$ cat src/rtl/fetch_pkg.sv
// Shared types and constants for the instruction fetch stage.
package fetch_pkg;

  localparam logic [31:0] FETCH_RESET_PC = 32'h0000_0000;
  localparam logic [31:0] NOP_INSTR      = 32'h0000_0013;

  typedef struct packed {
    logic [31:0] instr;
    logic [31:0] pc;
  } fetch_entry_t;

  typedef enum logic [0:0] {
    BOOT = 1'b0,
    RUN  = 1'b1
  } fetch_state_e;

  function automatic logic [31:0] word_align(input logic [31:0] addr);
    return addr & 32'hFFFF_FFFC;
  endfunction

endpackage

$ cat src/rtl/fetch_if.sv
// Bus bundle between the fetch stage, instruction memory, redirect source and decode.
// Handshakes: a transfer happens in a cycle where valid and ready are both high at the
// rising edge; payload is stable while valid is high. Responses have no ready (always taken).
interface fetch_if;
  logic        imemReqValid;
  logic        imemReqReady;
  logic [31:0] imemReqAddr;
  logic        imemRspValid;
  logic [31:0] imemRspData;
  logic        redirectValid;
  logic [31:0] redirectPc;
  logic        decReady;
  logic        decValid;
  logic [31:0] decInstr;
  logic [31:0] decPc;
  logic [31:0] decPcPlus4;

  modport master (
    output imemReqValid, imemReqAddr, decValid, decInstr, decPc, decPcPlus4,
    input  imemReqReady, imemRspValid, imemRspData, redirectValid, redirectPc, decReady
  );

  modport slave (
    input  imemReqValid, imemReqAddr, decValid, decInstr, decPc, decPcPlus4,
    output imemReqReady, imemRspValid, imemRspData, redirectValid, redirectPc, decReady
  );
endinterface

$ cat src/rtl/fetch_fifo.sv
// Prefetch FIFO of {instr, pc} entries; flush empties it in one cycle.
module fetch_fifo
  import fetch_pkg::*;
#(
  parameter int DEPTH = 2
) (
  input  logic                     clk,
  input  logic                     rst_n,
  input  logic                     push_i,
  input  fetch_entry_t             push_entry_i,
  input  logic                     pop_i,
  input  logic                     flush_i,
  output logic [$clog2(DEPTH):0]   count_o,
  output fetch_entry_t             head_o
);

  localparam int PW = $clog2(DEPTH);
  localparam int CW = PW + 1;
  localparam logic [CW-1:0] DEPTH_C = CW'(DEPTH);

  fetch_entry_t  mem_q [DEPTH];
  logic [PW-1:0] wr_ptr_q, wr_ptr_d;
  logic [PW-1:0] rd_ptr_q, rd_ptr_d;
  logic [CW-1:0] cnt_q, cnt_d;
  logic          do_push, do_pop;

  always_comb begin
    do_push  = push_i && (cnt_q != DEPTH_C) && !flush_i;
    do_pop   = pop_i && (cnt_q != '0) && !flush_i;
    wr_ptr_d = wr_ptr_q;
    rd_ptr_d = rd_ptr_q;
    cnt_d    = cnt_q;
    if (flush_i) begin
      wr_ptr_d = '0;
      rd_ptr_d = '0;
      cnt_d    = '0;
    end else begin
      if (do_push) wr_ptr_d = wr_ptr_q + PW'(1);
      if (do_pop)  rd_ptr_d = rd_ptr_q + PW'(1);
      cnt_d = cnt_q + CW'(do_push) - CW'(do_pop);
    end
  end

  always_ff @(posedge clk or negedge rst_n) begin
    if (!rst_n) begin
      wr_ptr_q <= '0;
      rd_ptr_q <= '0;
      cnt_q    <= '0;
    end else begin
      wr_ptr_q <= wr_ptr_d;
      rd_ptr_q <= rd_ptr_d;
      cnt_q    <= cnt_d;
    end
  end

  // Storage needs no reset: entries are only observed while cnt_q covers them.
  always_ff @(posedge clk) begin
    if (do_push) mem_q[wr_ptr_q] <= push_entry_i;
  end

  assign count_o = cnt_q;
  assign head_o  = mem_q[rd_ptr_q];

endmodule

$ cat src/rtl/fetch_unit.sv
// Instruction fetch stage: credit-limited request issue, in-order response capture,
// prefetch buffering and redirect flush with in-flight response dropping.
module fetch_unit
  import fetch_pkg::*;
#(
  parameter logic [31:0] RESET_PC   = FETCH_RESET_PC,
  parameter int          FIFO_DEPTH = 2
) (
  input  logic       clk,
  input  logic       rstn,
  fetch_if.master    bus,
  output logic [0:0] dbg_state_o
);

  localparam int            CW      = $clog2(FIFO_DEPTH) + 1;
  localparam logic [CW:0]   DEPTH_W = (CW + 1)'(FIFO_DEPTH);
  localparam logic [0:0]    ST_BOOT = BOOT;
  localparam logic [0:0]    ST_RUN  = RUN;

  logic [0:0]    state_q, state_d;
  logic [31:0]   fetch_pc_q, fetch_pc_d;
  logic [31:0]   rsp_pc_q, rsp_pc_d;
  logic [CW-1:0] out_q, out_d;
  logic [CW-1:0] drop_q, drop_d;
  logic [CW-1:0] count;
  logic [CW:0]   inflight;
  logic [31:0]   target_pc;
  logic          req_valid, req_fire, rsp_fire, rsp_drop, push, pop, dec_valid;
  fetch_entry_t  head, push_entry;

  assign dec_valid = (count != '0);
  assign pop       = dec_valid && bus.decReady;
  assign target_pc = word_align(bus.redirectPc);
  assign inflight  = {1'b0, out_q} + {1'b0, count};

  always_comb begin
    req_valid  = (state_q == ST_RUN) && !bus.redirectValid && (inflight < DEPTH_W);
    req_fire   = req_valid && bus.imemReqReady;
    // A response with nothing outstanding is a protocol error and is ignored.
    rsp_fire   = bus.imemRspValid && (out_q != '0);
    rsp_drop   = rsp_fire && (drop_q != '0);
    push       = rsp_fire && !rsp_drop && !bus.redirectValid;
    push_entry = '{instr: bus.imemRspData, pc: rsp_pc_q};

    out_d      = out_q + CW'(req_fire) - CW'(rsp_fire);
    drop_d     = drop_q - CW'(rsp_drop);
    fetch_pc_d = fetch_pc_q;
    rsp_pc_d   = rsp_pc_q;
    if (req_fire) fetch_pc_d = fetch_pc_q + 32'd4;
    if (push)     rsp_pc_d   = rsp_pc_q + 32'd4;
    // Everything still in flight after this cycle belongs to the old path.
    if (bus.redirectValid) begin
      drop_d     = out_d;
      fetch_pc_d = target_pc;
      rsp_pc_d   = target_pc;
    end

    state_d = state_q;
    case (state_q)
      ST_BOOT: state_d = ST_RUN;
      ST_RUN:  state_d = ST_RUN;
      default: state_d = ST_BOOT;
    endcase
  end

  always_ff @(posedge clk or negedge rstn) begin
    if (!rstn) begin
      state_q    <= ST_BOOT;
      fetch_pc_q <= RESET_PC;
      rsp_pc_q   <= RESET_PC;
      out_q      <= '0;
      drop_q     <= '0;
    end else begin
      state_q    <= state_d;
      fetch_pc_q <= fetch_pc_d;
      rsp_pc_q   <= rsp_pc_d;
      out_q      <= out_d;
      drop_q     <= drop_d;
    end
  end

  fetch_fifo #(.DEPTH(FIFO_DEPTH)) u_fifo (
    .clk          (clk),
    .rst_n        (rstn),
    .push_i       (push),
    .push_entry_i (push_entry),
    .pop_i        (pop),
    .flush_i      (bus.redirectValid),
    .count_o      (count),
    .head_o       (head)
  );

  assign bus.imemReqValid = req_valid;
  assign bus.imemReqAddr  = fetch_pc_q;
  assign bus.decValid     = dec_valid;
  assign bus.decInstr     = dec_valid ? head.instr : NOP_INSTR;
  assign bus.decPc        = dec_valid ? head.pc : 32'h0;
  assign bus.decPcPlus4   = bus.decPc + 32'd4;
  assign dbg_state_o      = state_q;

endmodule

$ cat src/flat_wrapper.sv
// flat-port wrapper written by rule: the top's interface ports become plain ports
module fetch_unit_flat import fetch_pkg::*;
#(
  parameter logic [31:0] RESET_PC   = FETCH_RESET_PC,
  parameter int          FIFO_DEPTH = 2
)
  (clk, rstn, dbg_state_o, bus_imemReqValid, bus_imemReqAddr, bus_decValid, bus_decInstr, bus_decPc, bus_decPcPlus4, bus_imemReqReady, bus_imemRspValid, bus_imemRspData, bus_redirectValid, bus_redirectPc, bus_decReady);
  fetch_if bus_i ();
  input  logic clk;
  input  logic rstn;
  output logic [0:0] dbg_state_o;
  output wire logic [$bits(bus_i.imemReqValid)-1:0] bus_imemReqValid;
  output wire logic [$bits(bus_i.imemReqAddr)-1:0] bus_imemReqAddr;
  output wire logic [$bits(bus_i.decValid)-1:0] bus_decValid;
  output wire logic [$bits(bus_i.decInstr)-1:0] bus_decInstr;
  output wire logic [$bits(bus_i.decPc)-1:0] bus_decPc;
  output wire logic [$bits(bus_i.decPcPlus4)-1:0] bus_decPcPlus4;
  input wire logic [$bits(bus_i.imemReqReady)-1:0] bus_imemReqReady;
  input wire logic [$bits(bus_i.imemRspValid)-1:0] bus_imemRspValid;
  input wire logic [$bits(bus_i.imemRspData)-1:0] bus_imemRspData;
  input wire logic [$bits(bus_i.redirectValid)-1:0] bus_redirectValid;
  input wire logic [$bits(bus_i.redirectPc)-1:0] bus_redirectPc;
  input wire logic [$bits(bus_i.decReady)-1:0] bus_decReady;
  assign bus_imemReqValid = bus_i.imemReqValid;
  assign bus_imemReqAddr = bus_i.imemReqAddr;
  assign bus_decValid = bus_i.decValid;
  assign bus_decInstr = bus_i.decInstr;
  assign bus_decPc = bus_i.decPc;
  assign bus_decPcPlus4 = bus_i.decPcPlus4;
  assign bus_i.imemReqReady = bus_imemReqReady;
  assign bus_i.imemRspValid = bus_imemRspValid;
  assign bus_i.imemRspData = bus_imemRspData;
  assign bus_i.redirectValid = bus_redirectValid;
  assign bus_i.redirectPc = bus_redirectPc;
  assign bus_i.decReady = bus_decReady;
  fetch_unit #(.RESET_PC(RESET_PC), .FIFO_DEPTH(FIFO_DEPTH)) u_core (.clk(clk), .rstn(rstn), .bus(bus_i), .dbg_state_o(dbg_state_o));
endmodule
$ cat config.mk
export PLATFORM = sky130hd
export DESIGN_NAME = fetch_unit_flat
export DESIGN_NICKNAME = d
export VERILOG_FILES = /design/src/rtl/fetch_pkg.sv /design/src/rtl/fetch_if.sv /design/src/rtl/fetch_fifo.sv /design/src/rtl/fetch_unit.sv /design/src/flat_wrapper.sv
export SDC_FILE = /design/constraint.sdc
export NUM_CORES = 1
export LEC_CHECK = 0
export ABC_AREA = 1
export BUFFER_PORTS_ARGS = -buffer_cell sky130_fd_sc_hd__clkbuf_2
export CORE_MARGIN = 1.5
export CORE_UTILIZATION = 40
export CTS_CLUSTER_SIZE = 12
export DETAILED_ROUTE_END_ITERATION = 8
export MAX_ROUTING_LAYER = met4
export SETUP_SLACK_MARGIN = 0.2
export SLEW_MARGIN = 30
export SYNTH_ARGS = -nofsm -noshare
export SYNTH_HDL_FRONTEND = slang
export SYNTH_SLANG_ARGS = --single-unit
$ cat constraint.sdc
create_clock -name clk -period 7.5 [get_ports clk]
set_clock_uncertainty 0.1 [all_clocks]
set_input_delay 0.75 -clock clk [delete_from_list [all_inputs] [get_ports clk]]
set_output_delay 0.75 -clock clk [all_outputs]
set_load 0.01 [all_outputs]
Word-level counts from Yosys, hierarchy flattened
Memories as Yosys holds them, arrays and structs flattened.
Cells that the tools add are included.
W data, S select, Z words.

word-level totals
  memories = 1
  logic and storage cells = 57
  input bits = 70
  output and inout port bits = 131
  RAM bits = 128
  register bits = 73

operators by class
  $add $sub $neg = 11
  reduce and logical (&&, ||, !) cells = 21
  equal/unequal tests = 1
  multiplexer cells = 14
  $lt $le $gt $ge = 1

memory list
  name                 depth  bits a word  rd ports  clocked after Yosys merged registers in  wr ports  line              RTL
  u_core.u_fifo.mem_q  2      64           1         0                                        1         fetch_fifo.sv:21  fetch_entry_t mem_q [DEPTH];

operators by type and width
  cell                     number
  $mux W32                 6
  $add A32 B3 Y32 const B  3
  $reduce_bool A2 Y1       7
  $logic_and A1 B1 Y1      12
  $mux W1                  6
  $sub A2 B1 Y2            3
  $add A2 B1 Y2            2
  $mux W2                  2
  $add A2 B2 Y3            1
  $lt A3 B2 Y1 const B     1
  $add A1 B1 Y1 const B    2
  $logic_not A1 Y1         2
  $ne A2 B2 Y1 const B     1

Depth between registers and ports, before layout
Gate-level depths: netlist of run 1.

  depth in word-level cells = 11
  depth in mapped cells = 14
  mapped depth without buffers = 13

Cells and area by module
Synthesis of run 1 repeated with hierarchy kept, for this count alone.

second synthesis, totals
  cells, all modules = 1378
  area total of the unflattened synthesis = 10831.6 sq um

modules (own cells, without submodules)
  module      times used  sequential area each (sq um)  area an instance (sq um)  cells an instance
  fetch_unit  1           1626.6                        5929.4                    1009
  fetch_fifo  1           3943.8                        4902.2                    369

Worst setup path before layout of run 1
Ideal clock, no wire load.

  path kind = input -> register
  start = input port bus_imemRspValid
  end = memory u_core.u_fifo.mem_q[0][10] (netlist bit) (enable)
  stages on the path = 6
  arrival = 4.071 ns
  setup slack = 2.847 ns
  library setup time = 0.482 ns
  cell sequence = o21ai_1 > inv_1 > nand3_1 > nor2_2 > o21ai_0 > nor2_1

between the ends
  word-level cells in the longest chain between the ends = 9

ends and longest elaborated chain
  item                                 line                RTL
  from (decl)                          flat_wrapper.sv:19  input wire logic [$bits(bus_i.imemRspValid)-1:0] bus_imemRspValid;
  $logic_and A1 B1 Y1 *                fetch_unit.sv:40    rsp_fire = bus.imemRspValid && (out_q != '0);
  $logic_and A1 B1 Y1                  fetch_unit.sv:41    rsp_drop = rsp_fire && (drop_q != '0);
  $logic_not A1 Y1                     fetch_unit.sv:42    push = rsp_fire && !rsp_drop && !bus.redirectValid;
  $logic_and A1 B1 Y1 * (2 in series)  fetch_unit.sv:42
  $logic_and A1 B1 Y1 * (2 in series)  fetch_fifo.sv:28    do_push = push_i && (cnt_q != DEPTH_C) && !flush_i;
  $mux W1 *                            fetch_fifo.sv:58    if (do_push) mem_q[wr_ptr_q] <= push_entry_i;
  $mux W1 (not written as such) *      fetch_fifo.sv:58
  to (decl)                            fetch_fifo.sv:21

Mark *: on every way between the ends. The rest lies on a longest branch, timed or not.

Worst setup path in the final report of run 1
  start = register u_core.u_fifo.cnt_q[1] (netlist: u_core.u_fifo.count_o[1])
  end = output port bus_decPcPlus4[18]

between the ends
  word-level cells in the longest chain between the ends = 3

ends and longest elaborated chain
  item                    line                RTL
  from (decl)             fetch_fifo.sv:24    logic [CW-1:0] cnt_q, cnt_d;
  from (signal assigned)  fetch_fifo.sv:52    cnt_q <= cnt_d;
  $reduce_bool A2 Y1      fetch_unit.sv:31    assign dec_valid = (count != '0);
  $mux W32                fetch_unit.sv:97    assign bus.decPc = dec_valid ? head.pc : 32'h0;
  $add A32 B3 Y32         fetch_unit.sv:98    assign bus.decPcPlus4 = bus.decPc + 32'd4;
  to (decl)               flat_wrapper.sv:17  output wire logic [$bits(bus_i.decPcPlus4)-1:0] bus_decPcPlus4;

Every way passes these cells.

==> flow_metrics.py, run 1 <==
metrics = {
    "run_status": {
        "status": "complete, no violations",
    },
    "pwr": {
        "power.share.switching_pct": 38.0,
        "power.total_mw": 3.33,
        "p_sw_mw": 1.26,
        "irDropWorstVdd_uv": 169,
        "power.density_nw_per_um2": 270,
        "power.internal_mw": 2.06,
        "p_seq_share_pct": 42.5,
        "power_frac_clock_pct": 29.1,
        "pwr-share-comb_pct": 28.3,
        "p_leak_nw": 5.71,
    },
    "clock_tree": {
        "clock_latency_ns": 0.45,
        "cts.sinks": 193,
        "clockBufferDepth": 2,
        "htreeDepth": 4,
        "holdBufCountCts": 0,
        "post-cts-setup-buffers": 0,
        "cts.clk_slew.worst_paths_ns": 0.09,
        "cts_root_buf": "clkbuf_16",
        "cts_resized": 0,
        "cts_buffers": 17,
        "cts_tree": "done",
    },
    "final_layout": {
        "drive_gt1_share_pct": 18.1,
        "post-route-util_pct": 47.7,
        "final_cell_mix": "473 x nand2_1, 191 x clkbuf_2, 154 x inv_1",
        "diodes": 0,
        "area_growth_pct": 17.8,
        "multi_input_area_um2": 4200,
        "seq_area_um2": 5450,
        "final_nets": 1556,
        "num-fill-cells": 2552,
        "final_common_cell": "nand2_1",
    },
    "placed_design": {
        "finalWeightedCongestion": 0.927,
        "port_buffers": 192,
        "pre_cts_ws_ns": 3.19,
        "hpwl_mm": 19.7,
    },
    "die": {
        "start_util_pct": 40.5,
        "die_y_um": 165,
        "die_area_um2": 27100,
        "core_um2": 25800,
        "num_io_pins": 201,
        "rows": 59,
        "dieWidth_um": 165,
    },
    "setup_path": {
        "crit_buf_inv": 5,
        "crit_cells": 12,
        "path_class": "flop to output pin",
        "cp_slowest_cell": "clkinv_2",
        "r2r_cells": 7,
        "cp-end-kind": "output pin",
        "cp_max_fo": 60,
        "worstPathRequired_ns": 6.65,
        "critPathTopFamily": "buffers and inverters",
        "start_kind": "flop",
        "cp_slowest_stage_delay_ns": 0.67,
        "crit_arrival_ns": 3.32,
        "path_cells": "nor2_2 -> buf_4 -> clkinv_2 -> nand2_1 -> inv_1 -> ha_1 -> inv_1 -> nor2_1 -> nand2_2 -> nor2_1 -> xor2_1 -> clkbuf_2",
    },
    "sta": {
        "fin_ws_ns": 3.33,
        "maxSlewViolCount": 0,
        "max_slew_margin_pct": 39.4,
        "min_period_ns": 4.17,
        "worst_pin_slew_ns": 0.906,
        "fin_crit_sh_pct": 55.5,
        "whs_ns": 0.267,
        "finalHoldViolCount": 0,
        "final.setup.tns_ns": 0,
        "final-setup-viol-count": 0,
        "max_freq_mhz": 240,
        "rsz0062_at_grt": "false",
    },
    "global_route": {
        "antenna_found_initial": 0,
        "grt-ovfl-total": 0,
        "grt_pass1_vias": 8336,
        "grt_first_pass_wirelength_mm": 43.2,
        "grt_max_degree": 70,
        "grt.total_usage_pct": 21.3,
    },
    "route": {
        "initialDrtViolationCount": 519,
        "antenna_left": 0,
        "wl_per_cell_um": 14.8,
        "drtPass1Iterations": 5,
        "vias_per_cell": 4.83,
        "drcViolationCount": 0,
        "vias": 8820,
        "wl_mm": 27.0,
    },
    "synth": {
        "synth_area_leader_cell": "edfxtp_1",
        "synth_top_area_share_pct": 35.6,
        "async_flop_share_pct": 35.8,
        "ys_warn_count": 0,
        "synthFlopType": "edfxtp_1",
        "synth_area_um2": 10500,
        "synth_cell_types": 35,
        "synth_edf_count": 124,
        "synth_area_leaders": "edfxtp_1 36%, nand2_1 17%, dfrtp_1 17%",
        "synth_cells": 1297,
        "ys_seq_area_share_pct": 52.1,
        "synth-seq-cells": 193,
        "syn_avg_cell_area_um2": 8.06,
    },
    "job": {
        "maxCapViolCount": 0,
    },
    "worst_hold_path": {
        "hp-class": "input pin to asynchronous set/reset pin",
    },
}
-- registers in the layout, summed over array words and instances, names as in the netlist --
| name | cells |
|---|---|
| u_core.u_fifo.rd_ptr_q | 1 |
| u_core.out_q | 2 |
| u_core.u_fifo.count_o | 2 |
| u_core.bus.imemReqAddr | 30 |
| u_core.rsp_pc_q | 30 |
| u_core.u_fifo.wr_ptr_q | 1 |
| u_core.u_fifo.mem_q | 124 |
| u_core.drop_q | 2 |
| u_core.dbg_state_o | 1 |
-- power groups by stage --
stage	Sequential, mW	Combinational [mW]	Clock, mW
floorplan	1.41	0.630	0
global placement	1.43	0.935	0
detailed placement	1.44	0.950	0
CTS	1.42	0.953	0.990
global route	1.44	1.08	1.03
finish	1.42	0.943	0.969
-- cell usage after synthesis, types with 12 or more instances --
master    instances
nand2_1         473
o211ai_1         13
buf_2            12
nor2_2           13
inv_1           154
nand3_1         106
dfrtp_1          69
edfxtp_1        124
a21oi_1          41
xor2_1           31
nor3_1           25
o21ai_0          43
nor2_1           99
-- stage by stage --
stage / area [um2] / std cells
after floorplan: 10500 / 1302
after global placement: 11700 / 1793
after detailed placement: 11700 / 1793
after CTS: 12300 / 1825
after global routing: 12300 / 1825
final: 12300 / 1825
-- logic make-up (layout without fill, tap and decap cells) --
kind of cell               count (synthesis)  count (layout)  share of synthesized area (%)
AOI/OAI and AO/OA                        109             109                           5.72
xor gates and xnor gates                  36              36                           3.01
adders and majority gates                  9               9                           1.15
buffers and inverters                    201             389                           8.12
DFF                                      193             193                           52.1
other                                      2               7                         0.0718
and+or+nand+nor                          747             747                           29.8
-- layout make-up --
cell class,instances,share of cell area (%)
Tap cell,335,3.40
Timing Repair Buffer,198,8.19
Clock inverter,15,1.77
Inverter,159,4.89
Multi-Input combinational cell,908,34.1
Sequential cell,193,44.2
Clock buffer,17,3.45
-- path summary, 6_finish.rpt --
check | start | to | slack [ns]
min in group clk | bus_imemRspData[15] | u_core.u_fifo.mem_q[1][47] | 0.39
worst max register to register | u_core.out_q[1] | u_core.u_fifo.mem_q[0][41] | 3.85
worst min-delay path | rstn | u_core.bus.imemReqAddr[24] | 0.27
max in group asynchronous | rstn | u_core.u_fifo.rd_ptr_q | 6.47
worst min register to register | u_core.rsp_pc_q[9] | u_core.u_fifo.mem_q[1][9] | 0.41
worst max-delay path | u_core.u_fifo.count_o[1] | bus_decPcPlus4[18] | 3.33
-- metal layers --
layer | part of all wire [%] | track usage, % | wire [um] | vias to the layer above
li1 | - | - | - | 4510
met4 | 1.8 | 5.77 | 480 | 0
met5 | 0 | - | 0 | -
met3 | 5.1 | 3.26 | 1370 | 30
met1 | 48 | 29.2 | 12900 | 4032
met2 | 45 | 33.0 | 12200 | 248
No activity file was read; power rests on OpenSTA's default activity.
==> run 2: changes to the inputs <==
--- a/config.mk
+++ b/config.mk
@@ -5,7 +5,7 @@
 export SDC_FILE = /design/constraint.sdc
 export NUM_CORES = 1
 export LEC_CHECK = 0
-export ABC_AREA = 1
+export ABC_AREA = 0
 export BUFFER_PORTS_ARGS = -buffer_cell sky130_fd_sc_hd__clkbuf_2
 export CORE_MARGIN = 1.5
 export CORE_UTILIZATION = 40
==> constraint.sdc (replaced) <==
create_clock -name clk -period 3.6 [get_ports clk]
set_clock_uncertainty 0.1 [all_clocks]
set_input_delay 0.36 -clock clk [delete_from_list [all_inputs] [get_ports clk]]
set_output_delay 0.36 -clock clk [all_outputs]
set_load 0.01 [all_outputs]
==> run 2 against run 1 <==
- clock-buffer cell count is the same
- sequential share of layout area grew 1.3 points
- sequential cell count is the same
- via count shrank 22%
- routed wire length shrank 14%
- sequential power grew 97%
- total power grew 95%
- critical path type unchanged
==> flow_metrics.py, run 2 <==
metrics = {
    "synth": {
        "synth-seq-cells": 193,
        "ys_warn_count": 0,
        "syn_avg_cell_area_um2": 12.1,
        "netlist_top_cells_count": "124 x edfxtp_1, 78 x nor2_1, 69 x dfrtp_1",
        "synth_cells": 783,
        "synth_top_area_share_pct": 39.2,
        "synth_area_um2": 9500,
        "synth_area_leader_cell": "edfxtp_1",
        "async_flop_share_pct": 35.8,
        "yosysMostFrequentCell": "edfxtp_1",
        "synth_cell_types": 62,
        "synthFlopType": "edfxtp_1",
        "synth_area_leaders": "edfxtp_1 39%, dfrtp_1 18%, mux2i_1 6.6%",
        "ys_seq_area_share_pct": 57.4,
        "synth_edf_count": 124,
    },
    "route": {
        "wl_mm": 23.3,
        "vias_per_cell": 5.12,
        "drtPass1Iterations": 4,
        "initialDrtViolationCount": 375,
        "drcViolationCount": 0,
        "wl_per_cell_um": 17.3,
        "antenna_left": 0,
        "vias": 6894,
    },
    "clock_tree": {
        "clockBufferDepth": 2,
        "htreeDepth": 4,
        "cts_tree": "done",
        "cts.clk_slew.worst_paths_ns": 0.07,
        "clock_latency_ns": 0.44,
        "cts.sinks": 193,
        "cts_root_buf": "clkbuf_16",
        "cts_buffers": 17,
    },
    "global_route": {
        "grt_pass1_vias": 6513,
        "grt.total_usage_pct": 19.4,
        "antenna_found_initial": 0,
        "grt_max_degree": 61,
        "grt_first_pass_wirelength_mm": 35.3,
        "grt-ovfl-total": 0,
    },
    "setup_path": {
        "cp_slowest_cell": "dfrtp_4",
        "r2r_cells": 7,
        "crit_buf_inv": 4,
        "worstPathRequired_ns": 3.14,
        "rrSetupSlack_ns": 0.82,
        "path_class": "flop to output pin",
        "cp_slowest_stage_delay_ns": 0.51,
        "cp-end-kind": "output pin",
        "cp_max_fo": 4,
        "start_kind": "flop",
        "regToRegEndpoint": "u_core.bus.imemReqAddr[28]",
        "r2r-start": "u_core.u_fifo.count_o[0]",
        "crit_arrival_ns": 2.90,
        "critPathTopFamily": "simple AND/OR/NAND/NOR gates",
        "path_cells": "mux2i_4 -> or2_4 -> inv_4 -> ha_4 -> nand4_1 -> o22ai_4 -> buf_12 -> nand4_4 -> buf_6 -> nor3_4 -> xor2_1 -> buf_2",
    },
    "placed_design": {
        "finalWeightedCongestion": 0.826,
        "port_buffers": 192,
        "hpwl_mm": 16.2,
    },
    "run_status": {
        "status": "complete, no violations",
    },
    "worst_hold_path": {
        "hp-start": "bus_imemRspData[14]",
        "holdPathStages": 1,
        "min_to": "u_core.u_fifo.mem_q[1][46]",
        "hp-class": "input pin to flop",
    },
    "final_layout": {
        "top_register": "u_core.u_fifo.mem_q",
        "post-route-util_pct": 51.1,
        "diodes": 0,
        "area_growth_pct": 26.0,
        "num-fill-cells": 2114,
        "seq_area_um2": 5460,
        "drive_gt1_share_pct": 32.0,
        "final_nets": 1093,
        "multi_input_area_um2": 3990,
        "final_cell_mix": "189 x clkbuf_2, 124 x edfxtp_1, 74 x nor2_1",
        "final_common_cell": "clkbuf_2",
        "largest_reg_flops": 124,
    },
    "die": {
        "die_area_um2": 24700,
        "dieWidth_um": 157,
        "rows": 56,
        "num_io_pins": 201,
        "die_y_um": 157,
        "core_um2": 23400,
        "start_util_pct": 40.6,
    },
    "pwr": {
        "power.density_nw_per_um2": 541,
        "p_leak_nw": 4.75,
        "irDropWorstVdd_uv": 277,
    },
    "sta": {
        "whs_ns": 0.0263,
        "max_slew_margin_pct": 43.2,
        "fin_crit_sh_pct": 93.4,
        "rsz0062_at_grt": "true",
        "max_freq_mhz": 297,
        "finalHoldViolCount": 0,
        "final-setup-viol-count": 0,
        "maxSlewViolCount": 0,
        "worst_pin_slew_ns": 0.849,
        "min_period_ns": 3.36,
    },
    "job": {
        "maxCapViolCount": 0,
    },
}
## run 2: cell types whose count changed after synthesis, sizes merged, moves of 23 or more
cell,change
nand2,-434
inv,-139
mux2i,+63
nand3,-63
nor2,-31
xnor2,+28
a21oi,-27
o21ai,-26
nand4,+23
## run 2: cell families (layout without fill, tap and decap cells)
group / count (synthesis) / in the layout / synth area share (%)
fa+ha+maj: 9 / 9 / 1.26
flops: 193 / 193 / 57.4
mux: 84 / 84 / 9.13
buf+inv: 58 / 294 / 2.99
other cells: 2 / 7 / 0.0791
simple gates: 296 / 299 / 17.5
xor+xnor: 74 / 74 / 6.82
compound gates: 67 / 67 / 4.86
## run 2: cell type report
| class | count | share of cell area [%] |
|---|---|---|
| multi-input combinational | 540 | 33.3 |
| timing repair buffer | 243 | 12.2 |
| clock inverter | 15 | 1.40 |
| sequential | 193 | 45.6 |
| inverter | 19 | 0.617 |
| tap | 319 | 3.33 |
| clock buffer | 17 | 3.55 |
## run 2: worst max path at each step
stage                                start                          to  slack [ns]  depth (start not counted)
floorplan                  u_core.out_q[1]  u_core.u_fifo.mem_q[0][10]       -0.49                          4
global placement    u_core.u_fifo.rd_ptr_q          bus_decPcPlus4[28]        0.54                         10
detailed placement  u_core.u_fifo.rd_ptr_q          bus_decPcPlus4[26]        0.51                         10
CTS                 u_core.u_fifo.rd_ptr_q          bus_decPcPlus4[30]        0.16                         11
global route        u_core.u_fifo.rd_ptr_q          bus_decPcPlus4[14]        0.10                         12
finish              u_core.u_fifo.rd_ptr_q          bus_decPcPlus4[14]        0.24                         12
## run 2: metal layers
metal	wire length, um	up-vias	GRT usage (%)
met2	10000	265	27.9
met5	0	-	-
met3	1520	19	4.05
li1	-	3328	-
met1	11500	3282	27.6
met4	225	0	5.35
## run 2: stage by stage
step	cells	setup slack [ns]	TNS, ns	power [mW]	instance area, um2
after floorplan	788	-0.490	-60.73	3.91	9520
after global placement	1276	0.539	0	4.54	10800
after detailed placement	1276	0.511	0	4.57	10800
after CTS	1335	0.159	0	6.50	11800
after global routing	1346	0.101	0	6.83	12000
final	1346	0.236	0	6.48	12000
## run 2: repair_timing
item	CTS	global route
setup buffers	8	8
endpoints found under the setup margin	10	16
hold endpoints to repair	45	2
gates resized for setup	18	16
pin swaps	7	11
hold buffers	18	1
gates cloned	1	2
## run 2: power breakdown
group          internal (mW)  leakage [nW]  switching, mW
Combinational          0.719          2.53           1.10
Sequential              2.61          1.93          0.194
Clock                  0.933         0.285          0.925
